## src/rtl/div_ctrl_pkg.sv

```systemverilog
// Shared constants for the iterative divider: operand width, step count,
// FSM state encodings and a conditional two's-complement helper.
package div_ctrl_pkg;

    localparam int DIV_WIDTH = 32;
    localparam int DIV_ITER  = 32;
    localparam int CNT_W     = 5;

    // Counter value during the final shift-subtract step
    localparam logic [CNT_W-1:0] CNT_LAST = 5'(DIV_ITER - 1);

    localparam logic [1:0] ST_IDLE = 2'd0;
    localparam logic [1:0] ST_CALC = 2'd1;
    localparam logic [1:0] ST_DONE = 2'd2;

    // Two's-complement negate when neg is set, pass-through otherwise
    function automatic logic [DIV_WIDTH-1:0] cond_neg(input logic [DIV_WIDTH-1:0] v,
                                                      input logic                 neg);
        if (neg) begin
            cond_neg = ~v + 32'd1;
        end else begin
            cond_neg = v;
        end
    endfunction

endpackage

```

## src/rtl/div_core.sv

```systemverilog
// One restoring shift-subtract step: shifts the next dividend bit into the
// partial remainder, trial-subtracts the divisor and shifts the resulting
// quotient bit into the low end of the dividend/quotient register.
module div_core
    import div_ctrl_pkg::*;
(
    input  logic [DIV_WIDTH-1:0] rem_i,
    input  logic [DIV_WIDTH-1:0] quo_i,
    input  logic [DIV_WIDTH-1:0] dvs_i,
    output logic [DIV_WIDTH-1:0] rem_o,
    output logic [DIV_WIDTH-1:0] quo_o
);

    logic [DIV_WIDTH:0] shift_s;
    logic               ge_s;

    // Trial subtraction; keep the difference only when it does not go negative
    always_comb begin
        shift_s = {rem_i, quo_i[DIV_WIDTH-1]};
        ge_s    = (shift_s >= {1'b0, dvs_i});
        if (ge_s) begin
            rem_o = shift_s[DIV_WIDTH-1:0] - dvs_i;
        end else begin
            rem_o = shift_s[DIV_WIDTH-1:0];
        end
        quo_o = {quo_i[DIV_WIDTH-2:0], ge_s};
    end

endmodule

```

## src/rtl/div_ctrl.sv

```systemverilog
// Multi-cycle DIV/DIVU controller for the EX stage: FSM, step counter, sign
// handling and result registers around the div_core datapath.
// Optional feature macro: DIV_EARLY_EXIT_EN (single-cycle CALC when the
// divisor is zero or the dividend magnitude is below the divisor magnitude).
module div_ctrl
    import div_ctrl_pkg::*;
(
    input  logic                 clk,
    input  logic                 resetn,
    input  logic                 es_div_req,
    input  logic                 es_valid,
    input  logic                 es_div_signed,
    input  logic [DIV_WIDTH-1:0] div_src1,
    input  logic [DIV_WIDTH-1:0] div_src2,
    input  logic                 flush,
    input  logic                 ms_allowin,
    output logic                 div_stop,
    output logic                 div_busy,
    output logic                 div_done,
    output logic [DIV_WIDTH-1:0] div_q,
    output logic [DIV_WIDTH-1:0] div_r
);

    logic [1:0]           state_q, state_d;
    logic [CNT_W-1:0]     cnt_q, cnt_d;
    logic [DIV_WIDTH-1:0] rem_q, rem_d;
    logic [DIV_WIDTH-1:0] quo_q, quo_d;
    logic [DIV_WIDTH-1:0] dvs_q, dvs_d;
    logic                 q_neg_q, q_neg_d;
    logic                 r_neg_q, r_neg_d;
    logic [DIV_WIDTH-1:0] res_q_q, res_q_d;
    logic [DIV_WIDTH-1:0] res_r_q, res_r_d;

    logic                 start_s;
    logic                 s1_neg_s;
    logic                 s2_neg_s;
    logic                 src_div0_s;
    logic [DIV_WIDTH-1:0] mag1_s;
    logic [DIV_WIDTH-1:0] mag2_s;
    logic [DIV_WIDTH-1:0] core_rem_s;
    logic [DIV_WIDTH-1:0] core_quo_s;
    logic                 last_step_s;
    logic [DIV_WIDTH-1:0] fin_q_raw_s;
    logic [DIV_WIDTH-1:0] fin_r_raw_s;
    logic [DIV_WIDTH-1:0] fin_q_s;
    logic [DIV_WIDTH-1:0] fin_r_s;

    div_core u_core (
        .rem_i (rem_q),
        .quo_i (quo_q),
        .dvs_i (dvs_q),
        .rem_o (core_rem_s),
        .quo_o (core_quo_s)
    );

    // Decode a new request; a zero divisor keeps the raw dividend so the
    // remainder comes back unmodified and no sign correction is applied
    always_comb begin
        start_s    = resetn && (state_q == ST_IDLE) && es_div_req && es_valid && !flush;
        s1_neg_s   = es_div_signed && div_src1[DIV_WIDTH-1];
        s2_neg_s   = es_div_signed && div_src2[DIV_WIDTH-1];
        src_div0_s = (div_src2 == 32'd0);
        if (src_div0_s) begin
            mag1_s = div_src1;
        end else begin
            mag1_s = cond_neg(div_src1, s1_neg_s);
        end
        mag2_s = cond_neg(div_src2, s2_neg_s);
    end

`ifdef DIV_EARLY_EXIT_EN
    logic early_q, early_d;

    // Remember at start whether the quotient is trivially zero or all-ones
    always_comb begin
        if (start_s) begin
            early_d = src_div0_s || (mag1_s < mag2_s);
        end else begin
            early_d = early_q;
        end
    end

    // Early-exit flag register
    always_ff @(posedge clk or negedge resetn) begin
        if (!resetn) begin
            early_q <= 1'b0;
        end else begin
            early_q <= early_d;
        end
    end

    // Raw results: bypass values on the single early step, else the core output
    always_comb begin
        if (early_q) begin
            last_step_s = 1'b1;
            if (dvs_q == 32'd0) begin
                fin_q_raw_s = {DIV_WIDTH{1'b1}};
            end else begin
                fin_q_raw_s = {DIV_WIDTH{1'b0}};
            end
            fin_r_raw_s = quo_q;
        end else begin
            last_step_s = (cnt_q == CNT_LAST);
            fin_q_raw_s = core_quo_s;
            fin_r_raw_s = core_rem_s;
        end
    end
`else
    // Raw results come straight from the final shift-subtract step
    always_comb begin
        last_step_s = (cnt_q == CNT_LAST);
        fin_q_raw_s = core_quo_s;
        fin_r_raw_s = core_rem_s;
    end
`endif

    // Apply the sign correction latched at start
    always_comb begin
        fin_q_s = cond_neg(fin_q_raw_s, q_neg_q);
        fin_r_s = cond_neg(fin_r_raw_s, r_neg_q);
    end

    // FSM next state, datapath loading and result capture on CALC->DONE
    always_comb begin
        state_d = state_q;
        cnt_d   = cnt_q;
        rem_d   = rem_q;
        quo_d   = quo_q;
        dvs_d   = dvs_q;
        q_neg_d = q_neg_q;
        r_neg_d = r_neg_q;
        res_q_d = res_q_q;
        res_r_d = res_r_q;
        case (state_q)
            ST_IDLE: begin
                if (start_s) begin
                    state_d = ST_CALC;
                    cnt_d   = {CNT_W{1'b0}};
                    rem_d   = {DIV_WIDTH{1'b0}};
                    quo_d   = mag1_s;
                    dvs_d   = mag2_s;
                    q_neg_d = !src_div0_s && (s1_neg_s ^ s2_neg_s);
                    r_neg_d = !src_div0_s && s1_neg_s;
                end else begin
                    state_d = ST_IDLE;
                end
            end
            ST_CALC: begin
                if (flush) begin
                    state_d = ST_IDLE;
                end else begin
                    cnt_d = cnt_q + 5'd1;
                    rem_d = core_rem_s;
                    quo_d = core_quo_s;
                    if (last_step_s) begin
                        state_d = ST_DONE;
                        res_q_d = fin_q_s;
                        res_r_d = fin_r_s;
                    end else begin
                        state_d = ST_CALC;
                    end
                end
            end
            ST_DONE: begin
                if (flush || ms_allowin) begin
                    state_d = ST_IDLE;
                end else begin
                    state_d = ST_DONE;
                end
            end
            default: begin
                state_d = ST_IDLE;
            end
        endcase
    end

    // State, counter, datapath and result registers
    always_ff @(posedge clk or negedge resetn) begin
        if (!resetn) begin
            state_q <= ST_IDLE;
            cnt_q   <= {CNT_W{1'b0}};
            rem_q   <= {DIV_WIDTH{1'b0}};
            quo_q   <= {DIV_WIDTH{1'b0}};
            dvs_q   <= {DIV_WIDTH{1'b0}};
            q_neg_q <= 1'b0;
            r_neg_q <= 1'b0;
            res_q_q <= {DIV_WIDTH{1'b0}};
            res_r_q <= {DIV_WIDTH{1'b0}};
        end else begin
            state_q <= state_d;
            cnt_q   <= cnt_d;
            rem_q   <= rem_d;
            quo_q   <= quo_d;
            dvs_q   <= dvs_d;
            q_neg_q <= q_neg_d;
            r_neg_q <= r_neg_d;
            res_q_q <= res_q_d;
            res_r_q <= res_r_d;
        end
    end

    // Status and result outputs; the stall request is combinational for the hazard unit
    always_comb begin
        div_stop = !flush && (start_s || (state_q == ST_CALC));
        div_busy = (state_q != ST_IDLE);
        div_done = (state_q == ST_DONE);
        div_q    = res_q_q;
        div_r    = res_r_q;
    end

endmodule
```

## config.mk

```make
export PLATFORM = sky130hd
export DESIGN_NAME = div_ctrl
export DESIGN_NICKNAME = d
export VERILOG_FILES = /design/src/rtl/div_ctrl_pkg.sv /design/src/rtl/div_core.sv /design/src/rtl/div_ctrl.sv
export SDC_FILE = /design/constraint.sdc
export NUM_CORES = 1
export LEC_CHECK = 0
export BUFFER_PORTS_ARGS = -buffer_cell sky130_fd_sc_hd__buf_2
export CAP_MARGIN = 20
export CORE_MARGIN = 3
export CORE_UTILIZATION = 65
export DETAILED_ROUTE_END_ITERATION = 6
export PLACE_DENSITY = 0.87
export SLEW_MARGIN = 20
export SYNTH_ARGS = -nofsm -noshare
export SYNTH_HDL_FRONTEND = slang
export SYNTH_SLANG_ARGS = --single-unit
export TNS_END_PERCENT = 30
```

## constraint.sdc

```tcl
create_clock -name clk -period 8.8 [get_ports clk]
set_input_delay 1.76 -clock clk [delete_from_list [all_inputs] [get_ports clk]]
set_output_delay 1.76 -clock clk [all_outputs]
set_load 0.005 [all_outputs]
```

==> impl_metrics.tcl, run 1 <==
set metrics [dict create \
    dr.first_iter.drc_count 1238 \
    cts_root_buffer "clkbuf_16" \
    drive_gt1_share_pct 13.12 \
    clock_skew_ns 0.01125 \
    htree_levels 4 \
    end_kind "flop" \
    seqPwrFrac_pct 23.6 \
    rsz0062_at_grt "no" \
    period_share_pct 68.16 \
    synthDistinctLibCells 75 \
    power.net_switching_w 0.002405 \
    place_inst 1789 \
    synth_top_flop_cell "dfrtp_1" \
    cp_data_required_time_ns 9.12 \
    async_flop_share_pct 100.0 \
    whs_ns 0.4758 \
    fillerInstances 1353 \
    num_rows 49 \
    syn_nets 1613 \
    vias_per_cell 6.481 \
    outcome "finished clean" \
    place_area_um2 12790 \
    final-setup-viol-count 0 \
    grt_first_pass_wirelength_um 55720 \
    cts_tree "yes" \
    swShare_pct 50.95 \
    postSynthAreaPerCell_um2 8.031 \
    numPortBuffers 137 \
    peakVddDrop_uv 222.2 \
    cts_sinks 169 \
    cts.reportedPaths.clkPinSlew_ns 0.07 \
    ctsResizeCount 0 \
    slowest_stage "or4b_2" \
    max_stage_delay_ns 0.67 \
    reg2reg_depth 17 \
    cts_made_buffers 17 \
    ys_ff_latch 169 \
    setup_tns_ns 0 \
    synth-edff-count 0 \
    post_cts.repair.setup_buffers 0 \
    routabilityCongestion 1.018 \
    routed_wl_um 34950 \
    cts_buffer_depth 2 \
    instances_no_fill 1822 \
    insertion_delay_ns 0.44 \
    cp_data_arrival_time_ns 6.32 \
    grt_pass1_vias 10653 \
    cap_violations 0 \
    grt_max_degree 102 \
    die_w_um 142.3 \
    num-nets-final 1690 \
    power_density_nw_per_um2 352.0 \
    chipHeight_um 142.3 \
    fmax_mhz 166.7 \
    worstHoldStart "div_r[23]" \
    critPathKind "reg2reg" \
    wl_per_cell_um 19.18 \
    die_area_um2 20240 \
    start_util_pct 66.74 \
    yosysWarnings 0 \
    gr-total-overflow 0 \
    drv_slew 0 \
    detail-route-antenna-nets 0 \
    ys_seq_area_share_pct 35.04 \
    hold_viol 0 \
    combPwrFrac_pct 60.6 \
    final_area_um2 13410 \
    hold_path_end "div_r[23]" \
    power_w 0.004721 \
    layout-area-overhead-vs-synth_pct 11.12 \
    drt_drc_violations_left 0 \
    core_area_um2 18090 \
    timing.rr.end "div_r[30]" \
    leakage_nw 6.118 \
    firstDrtPassIters 5 \
    pwr-share-clk_pct 15.9 \
    antenna_found_initial 0 \
    synthCells 1503 \
    ff2ff_setup_slack_ns 2.80 \
    min_path_cells 2 \
    r2r_start "rem_q[9]" \
    cts_hold_buf 0 \
    boundaryPins 138 \
    critPathMaxFanout 36 \
    hpwl_um 25710 \
    start_kind "flop" \
    slew_headroom_pct 28.78 \
    synth_area_um2 12070 \
    tightest_slew_ns 1.068 \
    layout_min_cycle_time_ns 5.998 \
    via_count 11808 \
    n_antenna_cell 0 \
    grt_usage_pct 34.15 \
    holdCritPathClass "reg2reg" \
    crit_path_cell_trace "ha_1 > nand4_1 > or3_1 > nor3_1 > o21ai_1 > nand3_2 > buf_4 > nand2_1 > o21ai_0 > ha_1 > nand3b_1 > or4b_2 > nor4_1 > o2111ai_1 > nor4_1 > mux2i_1 > nand2_1" \
    cell_internal_pwr_w 0.002316 \
]
kinds of logic (layout without fill, tap and decap cells):
| logic type | after synthesis | count (layout) | share of synthesized area, % |
|---|---|---|---|
| simple gates | 549 | 549 | 22.01 |
| compound gates | 450 | 450 | 22.67 |
| flops | 169 | 169 | 35.04 |
| buf+inv | 138 | 228 | 4.405 |
| xor+xnor | 131 | 131 | 9.506 |
| fa+ha+maj | 39 | 39 | 4.105 |
| mux | 27 | 27 | 2.270 |
sequential cells by signal, indices dropped and copies added, names as in the netlist:
signal / cells
div_r: 32
state_q: 2
cnt_q: 5
div_q: 32
rem_q: 32
dvs_q: 32
r_neg_q: 1
q_neg_q: 1
quo_q: 32
metrics by stage:
stage,util [%],setup WS (ns)
after floorplan,-,3.524
after global placement,70.74,3.175
after detailed placement,70.74,3.032
after CTS,74.01,2.922
after global routing,74.16,2.289
final,74.16,2.802
critical path, delay by kind of cell (launching register included):
family,cells,cell delay (ns)
buffers and inverters,1,0.46
muxes,1,0.23
and+or+nand+nor,10,3.22
AOI/OAI and AO/OA,3,0.67
DFF,1,0.45
adders and majority gates,2,0.83
final cells by class:
class | count | area (um^2) | share of cell area [%]
Clock buffer | 18 | 429.2 | 3.200
Clock inverter | 14 | 161.4 | 1.203
Inverter | 52 | 195.2 | 1.455
Multi-Input combinational cell | 1196 | 7353 | 54.82
Sequential cell | 169 | 4230 | 31.54
Tap cell | 229 | 286.5 | 2.136
Timing Repair Buffer | 144 | 757.0 | 5.644
power by group through the flow:
stage / Sequential [W] / Clock [W] / Combinational, W
6_report: 0.00111 / 0.000749 / 0.00286
5_1_grt: 0.00113 / 0.000779 / 0.00311
4_1_cts: 0.00110 / 0.000744 / 0.00279
3_5_place_dp: 0.00112 / 0 / 0.00275
3_3_place_gp: 0.00111 / 0 / 0.00272
2_1_floorplan: 0.00104 / 0 / 0.00210
cell usage after synthesis, types with 3 or more instances:
master	number	area share (%)
a211oi_1	8	0.50
a21o_1	15	0.93
a21oi_1	61	2.5
a221o_1	4	0.33
a22oi_1	4	0.25
a311oi_1	4	0.29
a31o_2	4	0.29
a31oi_1	10	0.52
and2_1	15	0.78
and3_1	7	0.36
and4_1	9	0.65
buf_1	6	0.19
buf_2	11	0.46
clkbuf_1	69	2.1
dfrtp_1	169	35
ha_1	38	3.9
inv_1	51	1.6
mux2_2	3	0.28
mux2i_1	24	2.0
nand2_1	238	7.4
nand2b_1	7	0.36
nand3_1	56	2.3
nand3b_1	3	0.19
nand4_1	23	1.2
nor2_1	69	2.1
nor2b_1	5	0.26
nor3_1	35	1.5
nor3b_1	3	0.19
nor4_1	20	1.0
nor4b_1	3	0.22
o211ai_1	13	0.81
o21a_1	8	0.50
o21ai_0	216	9.0
o21ai_1	27	1.1
o311ai_0	4	0.29
o31a_1	7	0.51
o31ai_1	23	1.4
o31ai_2	3	0.31
o41ai_1	15	1.1
or2_2	3	0.16
or3_1	20	1.0
or4_1	19	1.2
xnor2_1	55	4.0
xor2_1	76	5.5
how the worst max path moves through the flow:
stage / start / end / slack [ns]
floorplan: rem_q[15] / div_r[30] / 3.52
global placement: rem_q[9] / div_r[30] / 3.17
detailed placement: rem_q[9] / div_r[30] / 3.03
CTS: rem_q[9] / div_r[30] / 2.92
global route: rem_q[9] / div_r[30] / 2.29
finish: rem_q[9] / div_r[30] / 2.80
layout by cell type (no fill, tap or decap), types with 9 or more instances in the layout:
cell type and instances:
buf_2 136, nor3_1 35, clkbuf_16 17, mux2i_1 24
ha_1 38, o211ai_1 13, and2_1 15, and4_1 9
nor2_1 69, o21ai_0 216, nand4_1 23, o31ai_1 23
inv_1 51, nor4_1 20, dfrtp_1 168, nand2_1 237
o41ai_1 15, or4_1 19, nand3_1 55, xor2_1 76
a21oi_1 61, or3_1 20, a31oi_1 9, xnor2_1 55
a21o_1 15, o21ai_1 27
layer usage:
metal  routed length (um)  GRT usage (%)  part of all wire, %
met1                15300          50.32                   44
met2                16070          53.02                   46
met3                 2641          4.603                  7.6
met4                  932          10.05                  2.7
met5                    0              0                    0
Note: power is estimated with default switching activity, not from simulation.
==> run 2: changes to the inputs <==
--- a/config.mk
+++ b/config.mk
@@ -8,9 +8,9 @@
 export BUFFER_PORTS_ARGS = -buffer_cell sky130_fd_sc_hd__buf_2
 export CAP_MARGIN = 20
 export CORE_MARGIN = 3
-export CORE_UTILIZATION = 65
+export CORE_UTILIZATION = 60
 export DETAILED_ROUTE_END_ITERATION = 6
-export PLACE_DENSITY = 0.87
+export PLACE_DENSITY = 0.82
 export SLEW_MARGIN = 20
 export SYNTH_ARGS = -nofsm -noshare
 export SYNTH_HDL_FRONTEND = slang
==> constraint.sdc (replaced) <==
create_clock -name clk -period 5.6 [get_ports clk]
set_input_delay 1.12 -clock clk [delete_from_list [all_inputs] [get_ports clk]]
set_output_delay 1.12 -clock clk [all_outputs]
set_load 0.005 [all_outputs]
==> run 2 against run 1 <==
  * Final cell count is 2.6% higher
  * Register-to-register slack worse by 2.3 ns
  * Critical path depth stayed put
  * Non-clock buffer count is 11 higher
  * Via count is 1.2% lower
  * Sequential share of layout area is 0.34 points lower
  * Clock skew is 0.0028 ns higher
  * Sequential cell count stayed put
  * Setup slack worse by 2.3 ns
  * Maximum frequency is 17% higher
  * Critical path type unchanged
  * Critical endpoint unchanged
  * Largest cell class unchanged
==> impl_metrics.tcl, run 2 (synthesis gave the netlist of run 1 again) <==
set metrics [dict create \
    outcome "finished clean" \
    drt_drc_violations_left 0 \
    end_kind "flop" \
    crit_path_cell_trace "ha_1 > a21o_1 > a21oi_1 > o211ai_1 > o211ai_2 > nand3_2 > inv_2 > mux2i_1 > ha_1 > nand3b_1 > or4b_2 > nor4_1 > buf_4 > o2111ai_1 > nor4_1 > mux2i_1 > nand2_1" \
    hold_viol 0 \
    seq_area_um2 4229 \
    num_rows 51 \
    chipHeight_um 147.8 \
    drive_gt1_share_pct 13.72 \
    die_w_um 147.8 \
    start_kind "flop" \
    swShare_pct 50.01 \
    power_density_nw_per_um2 552.4 \
    wl_per_cell_um 18.36 \
    use_met3_pct 6.009 \
    cts_sinks 169 \
    multi_input_comb_area_um2 7352 \
    drv_slew 0 \
    rsz0062_at_grt "no" \
    cp_data_required_time_ns 5.92 \
    leakage_nw 6.182 \
    via_count 11670 \
    layout_min_cycle_time_ns 5.133 \
    critPathMaxFanout 9 \
    firstDrtPassIters 6 \
    htree_levels 4 \
    grt_first_pass_wirelength_um 54570 \
    dr.first_iter.drc_count 1077 \
    boundaryPins 138 \
    cts_root_buffer "clkbuf_16" \
    slew_headroom_pct 23.90 \
    cts_hold_buf 0 \
    place_inst 1835 \
    final_area_um2 13560 \
    fmax_mhz 194.8 \
    gr-usage-met2_pct 48.45 \
    most-common-layout-cells "237 x nand2_1, 216 x o21ai_0, 169 x dfrtp_1" \
    cts_made_buffers 17 \
    peakVddDrop_uv 324.7 \
    grt_max_degree 102 \
    n_antenna_cell 0 \
    cts_buffer_depth 2 \
    min_path_cells 2 \
    cts_tree "yes" \
    post_cts.repair.setup_buffers 0 \
    routabilityCongestion 1.041 \
    layout_commonest_cell "nand2_1" \
    vias_per_cell 6.244 \
    routed_wl_um 34310 \
    layout-area-overhead-vs-synth_pct 12.32 \
    insertion_delay_ns 0.44 \
    cap_violations 0 \
    numPortBuffers 137 \
    antenna_found_initial 0 \
    grt_util_met1_pct 42.35 \
    gr-total-overflow 0 \
    hpwl_um 25650 \
    combPwrFrac_pct 60.6 \
    whs_ns 0.4743 \
    grt_usage_pct 30.77 \
    slowest_stage "or4b_2" \
    period_share_pct 91.66 \
    tightest_slew_ns 1.141 \
    cell_internal_pwr_w 0.003743 \
    grt_pass1_vias 10634 \
    place_area_um2 12910 \
    holdCritPathClass "reg2reg" \
    cts.reportedPaths.clkPinSlew_ns 0.07 \
    critPathKind "reg2reg" \
    pwr-share-clk_pct 16.1 \
    cp_data_arrival_time_ns 5.45 \
    ctsResizeCount 0 \
    grt.busiest_layer "met2" \
    reg2reg_depth 17 \
    die_area_um2 21860 \
    instances_no_fill 1869 \
    max_stage_delay_ns 0.68 \
    setup_tns_ns 0 \
    power.net_switching_w 0.003745 \
    start_util_pct 61.61 \
    detail-route-antenna-nets 0 \
    power_w 0.007489 \
    num-nets-final 1701 \
    clock_skew_ns 0.01400 \
    final-setup-viol-count 0 \
    fillerInstances 1638 \
    core_area_um2 19590 \
    seqPwrFrac_pct 23.2 \
]
-- run 2: cell count changes in the layout (fill, tap and decap cells not counted), moves of 2 or more --
cell	previous run	this run
inv_8	4	2
buf_4	6	16
clkinv_4	5	0
clkinv_8	4	2
inv_6	0	6
-- run 2: area by class of cell --
| type | count | area share [%] |
|---|---|---|
| sequential | 169 | 31.20 |
| inverter | 52 | 1.440 |
| tap | 265 | 2.446 |
| clock buffer | 18 | 3.239 |
| clock inverter | 14 | 1.163 |
| multi-input combinational | 1196 | 54.23 |
| timing repair buffer | 155 | 6.285 |
-- run 2: power groups by stage --
| stage | logic, W | clock network, W | registers [W] |
|---|---|---|---|
| after global routing | 0.00494 | 0.00127 | 0.00177 |
| after CTS | 0.00444 | 0.00121 | 0.00173 |
| after detailed placement | 0.00440 | 0 | 0.00175 |
| final | 0.00454 | 0.00121 | 0.00174 |
| after floorplan | 0.00329 | 0 | 0.00163 |
| after global placement | 0.00434 | 0 | 0.00174 |
-- run 2: path summary, 6_finish.rpt --
| path | endpoint | startpoint | slack (ns) |
|---|---|---|---|
| worst max-delay path | div_r[30] | rem_q[5] | 0.47 |
| worst min-delay path | div_q[7] | div_q[7] | 0.47 |
| worst max register to register | div_r[30] | rem_q[5] | 0.47 |
| worst min register to register | div_q[7] | div_q[7] | 0.47 |
| max in group asynchronous | div_r[28] | resetn | 2.92 |
| min in group asynchronous | rem_q[30] | resetn | 0.60 |
-- run 2: layer usage --
layer  vias to the layer above  wire (um)
li1                       5601          -
met2                       475      15760
met1                      5502      14800
met3                        92       2524
met4                         0       1231
met5                         -          0
-- run 2: metrics by stage --
stage          util, %  setup slack (ns)
3_3_place_gp     65.93            0.7229
2_1_floorplan        -            0.3239
5_1_grt          69.20           0.04547
3_5_place_dp     65.93            0.5563
6_report         69.20            0.4668
4_1_cts          68.97            0.4655
-- run 2: critical path, delay by kind of cell, from the launching register on --
kind	cells	cell delay, ns
and+or+nand+nor	6	1.79
AOI/OAI and AO/OA	5	1.29
adders and majority gates	2	0.68
muxes	2	0.48
DFF	1	0.44
buffers and inverters	2	0.33
==> run 3: changes to the inputs <==
--- a/config.mk
+++ b/config.mk
@@ -10,8 +10,8 @@
 export CORE_MARGIN = 3
 export CORE_UTILIZATION = 60
 export DETAILED_ROUTE_END_ITERATION = 6
-export PLACE_DENSITY = 0.82
-export SLEW_MARGIN = 20
+export PLACE_DENSITY = 0.85
+export SLEW_MARGIN = 25
 export SYNTH_ARGS = -nofsm -noshare
 export SYNTH_HDL_FRONTEND = slang
 export SYNTH_SLANG_ARGS = --single-unit
==> run 3 against run 2 <==
  * Die area did not move
  * Sequential cell count stayed put
  * Largest cell class unchanged
  * Global-route usage up 0.20 points
  * Clock-buffer cell count rose by 1
  * Largest power group unchanged
==> impl_metrics.tcl, run 3 (synthesis gave the netlist of run 1 again) <==
set metrics [dict create \
    cp_data_arrival_time_ns 5.46 \
    start_kind "flop" \
    layout_commonest_cell "nand2_1" \
    cts_made_buffers 17 \
    whs_ns 0.4660 \
    hold_viol 0 \
    chipHeight_um 147.8 \
    layout-area-overhead-vs-synth_pct 11.72 \
    crit_family "compound AO/OA/AOI/OAI gates" \
    holdCritPathClass "reg2reg" \
    cts_hold_buf 0 \
    start_util_pct 61.61 \
    cap_violations 0 \
    clock_skew_ns 0.01166 \
    firstDrtPassIters 6 \
    gr-total-overflow 0 \
    leakage_nw 6.131 \
    dr.first_iter.drc_count 1183 \
    cts_buffer_depth 2 \
    via_count 11711 \
    cts.reportedPaths.clkPinSlew_ns 0.07 \
    period_share_pct 92.98 \
    cts_root_buffer "clkbuf_16" \
    grt_usage_pct 30.97 \
    power_density_nw_per_um2 549.6 \
    post_cts.repair.setup_buffers 0 \
    layout_min_cycle_time_ns 5.207 \
    grt_first_pass_wirelength_um 54650 \
    drv_slew 0 \
    power_w 0.007411 \
    rsz0062_at_grt "no" \
    end_kind "flop" \
    outcome "finished clean" \
    fmax_mhz 192.1 \
    critPathKind "reg2reg" \
    num_rows 51 \
    core_area_um2 19590 \
    place_ws_ns 0.5221 \
    routed_wl_um 34340 \
    tightest_slew_ns 0.9975 \
    antenna_found_initial 1 \
    max_stage_delay_ns 0.68 \
    cp_data_required_time_ns 5.86 \
    routabilityCongestion 1.006 \
    die_area_um2 21860 \
    drt_drc_violations_left 0 \
    crit_buf_inv 2 \
    num-nets-final 1695 \
    critPathMaxFanout 8 \
    insertion_delay_ns 0.44 \
    final-setup-viol-count 0 \
    slowest_stage "or4b_2" \
    setup_tns_ns 0 \
    fin_util_pct 68.84 \
    slew_headroom_pct 33.50 \
    most-common-layout-cells "237 x nand2_1, 216 x o21ai_0, 168 x dfrtp_1" \
    grt_pass1_vias 10570 \
    fin_ws_ns 0.3930 \
    n_antenna_cell 0 \
    detail-route-antenna-nets 0 \
    hpwl_um 25630 \
    grt_max_degree 102 \
    cts_tree "yes" \
    ctsResizeCount 0 \
    die_w_um 147.8 \
    numPortBuffers 137 \
    htree_levels 4 \
    peakVddDrop_uv 401.2 \
    boundaryPins 138 \
    cts_sinks 169 \
    drive_gt1_share_pct 13.45 \
    vias_per_cell 6.286 \
    wl_per_cell_um 18.43 \
    crit_path_cell_trace "ha_1 > a21oi_1 > o21ai_1 > a221o_1 > a21oi_2 > nand3_2 > inv_2 > mux2i_1 > ha_1 > nand3b_1 > or4b_2 > nor4_1 > buf_4 > o2111ai_1 > nor3_1 > mux2i_1 > o311ai_0" \
]
run 3: worst min-delay path, cell delays in order (launching register included):
cell     delay (ns)
dfrtp_1        0.34
nand2_1        0.05
nand2_1        0.05
run 3: layout make-up:
class	instances	area (um^2)
flip-flops and latches	169	4230
clock buffers	19	442.9
fillers	1575	6105
repair buffers	149	794.5
clock inverters	13	135.1
well taps	265	331.6
inverters	52	195.2
multi-input cells	1196	7356
run 3: per-stage QoR:
stage / area [um^2] / std cells
after detailed placement: 12880 / 1830
final: 13490 / 1863
after global placement: 12880 / 1830
after floorplan: 12070 / 1503
after global routing: 13490 / 1863
after CTS: 13460 / 1862
run 3: path summary, 6_finish.rpt:
check | from | endpoint | slack (ns) | cells after the start
hold / removal | div_r[9] | div_r[9] | 0.47 | 2
setup / recovery | rem_q[25] | div_r[26] | 0.39 | 17
setup reg to reg | rem_q[25] | div_r[26] | 0.39 | 17
max in group asynchronous | resetn | rem_q[28] | 3.09 | 3
min in group asynchronous | resetn | dvs_q[25] | 0.70 | 1
hold reg to reg | div_r[9] | div_r[9] | 0.47 | 2
run 3: metal layers:
layer  vias to the layer above  share of wire (%)  track usage (%)
li1                       5586                  -                -
met1                      5505                 43            43.49
met2                       526                 46            48.68
met3                        92                7.9            5.303
met4                         2                3.1            11.13
met5                         -              0.038                0
run 3: power by group:
group          internal (W)  switching (W)  total (W)
combinational       0.00162        0.00288    0.00450
clock              0.000637       0.000540    0.00118
sequential          0.00144       0.000295    0.00173
total               0.00370        0.00371    0.00741
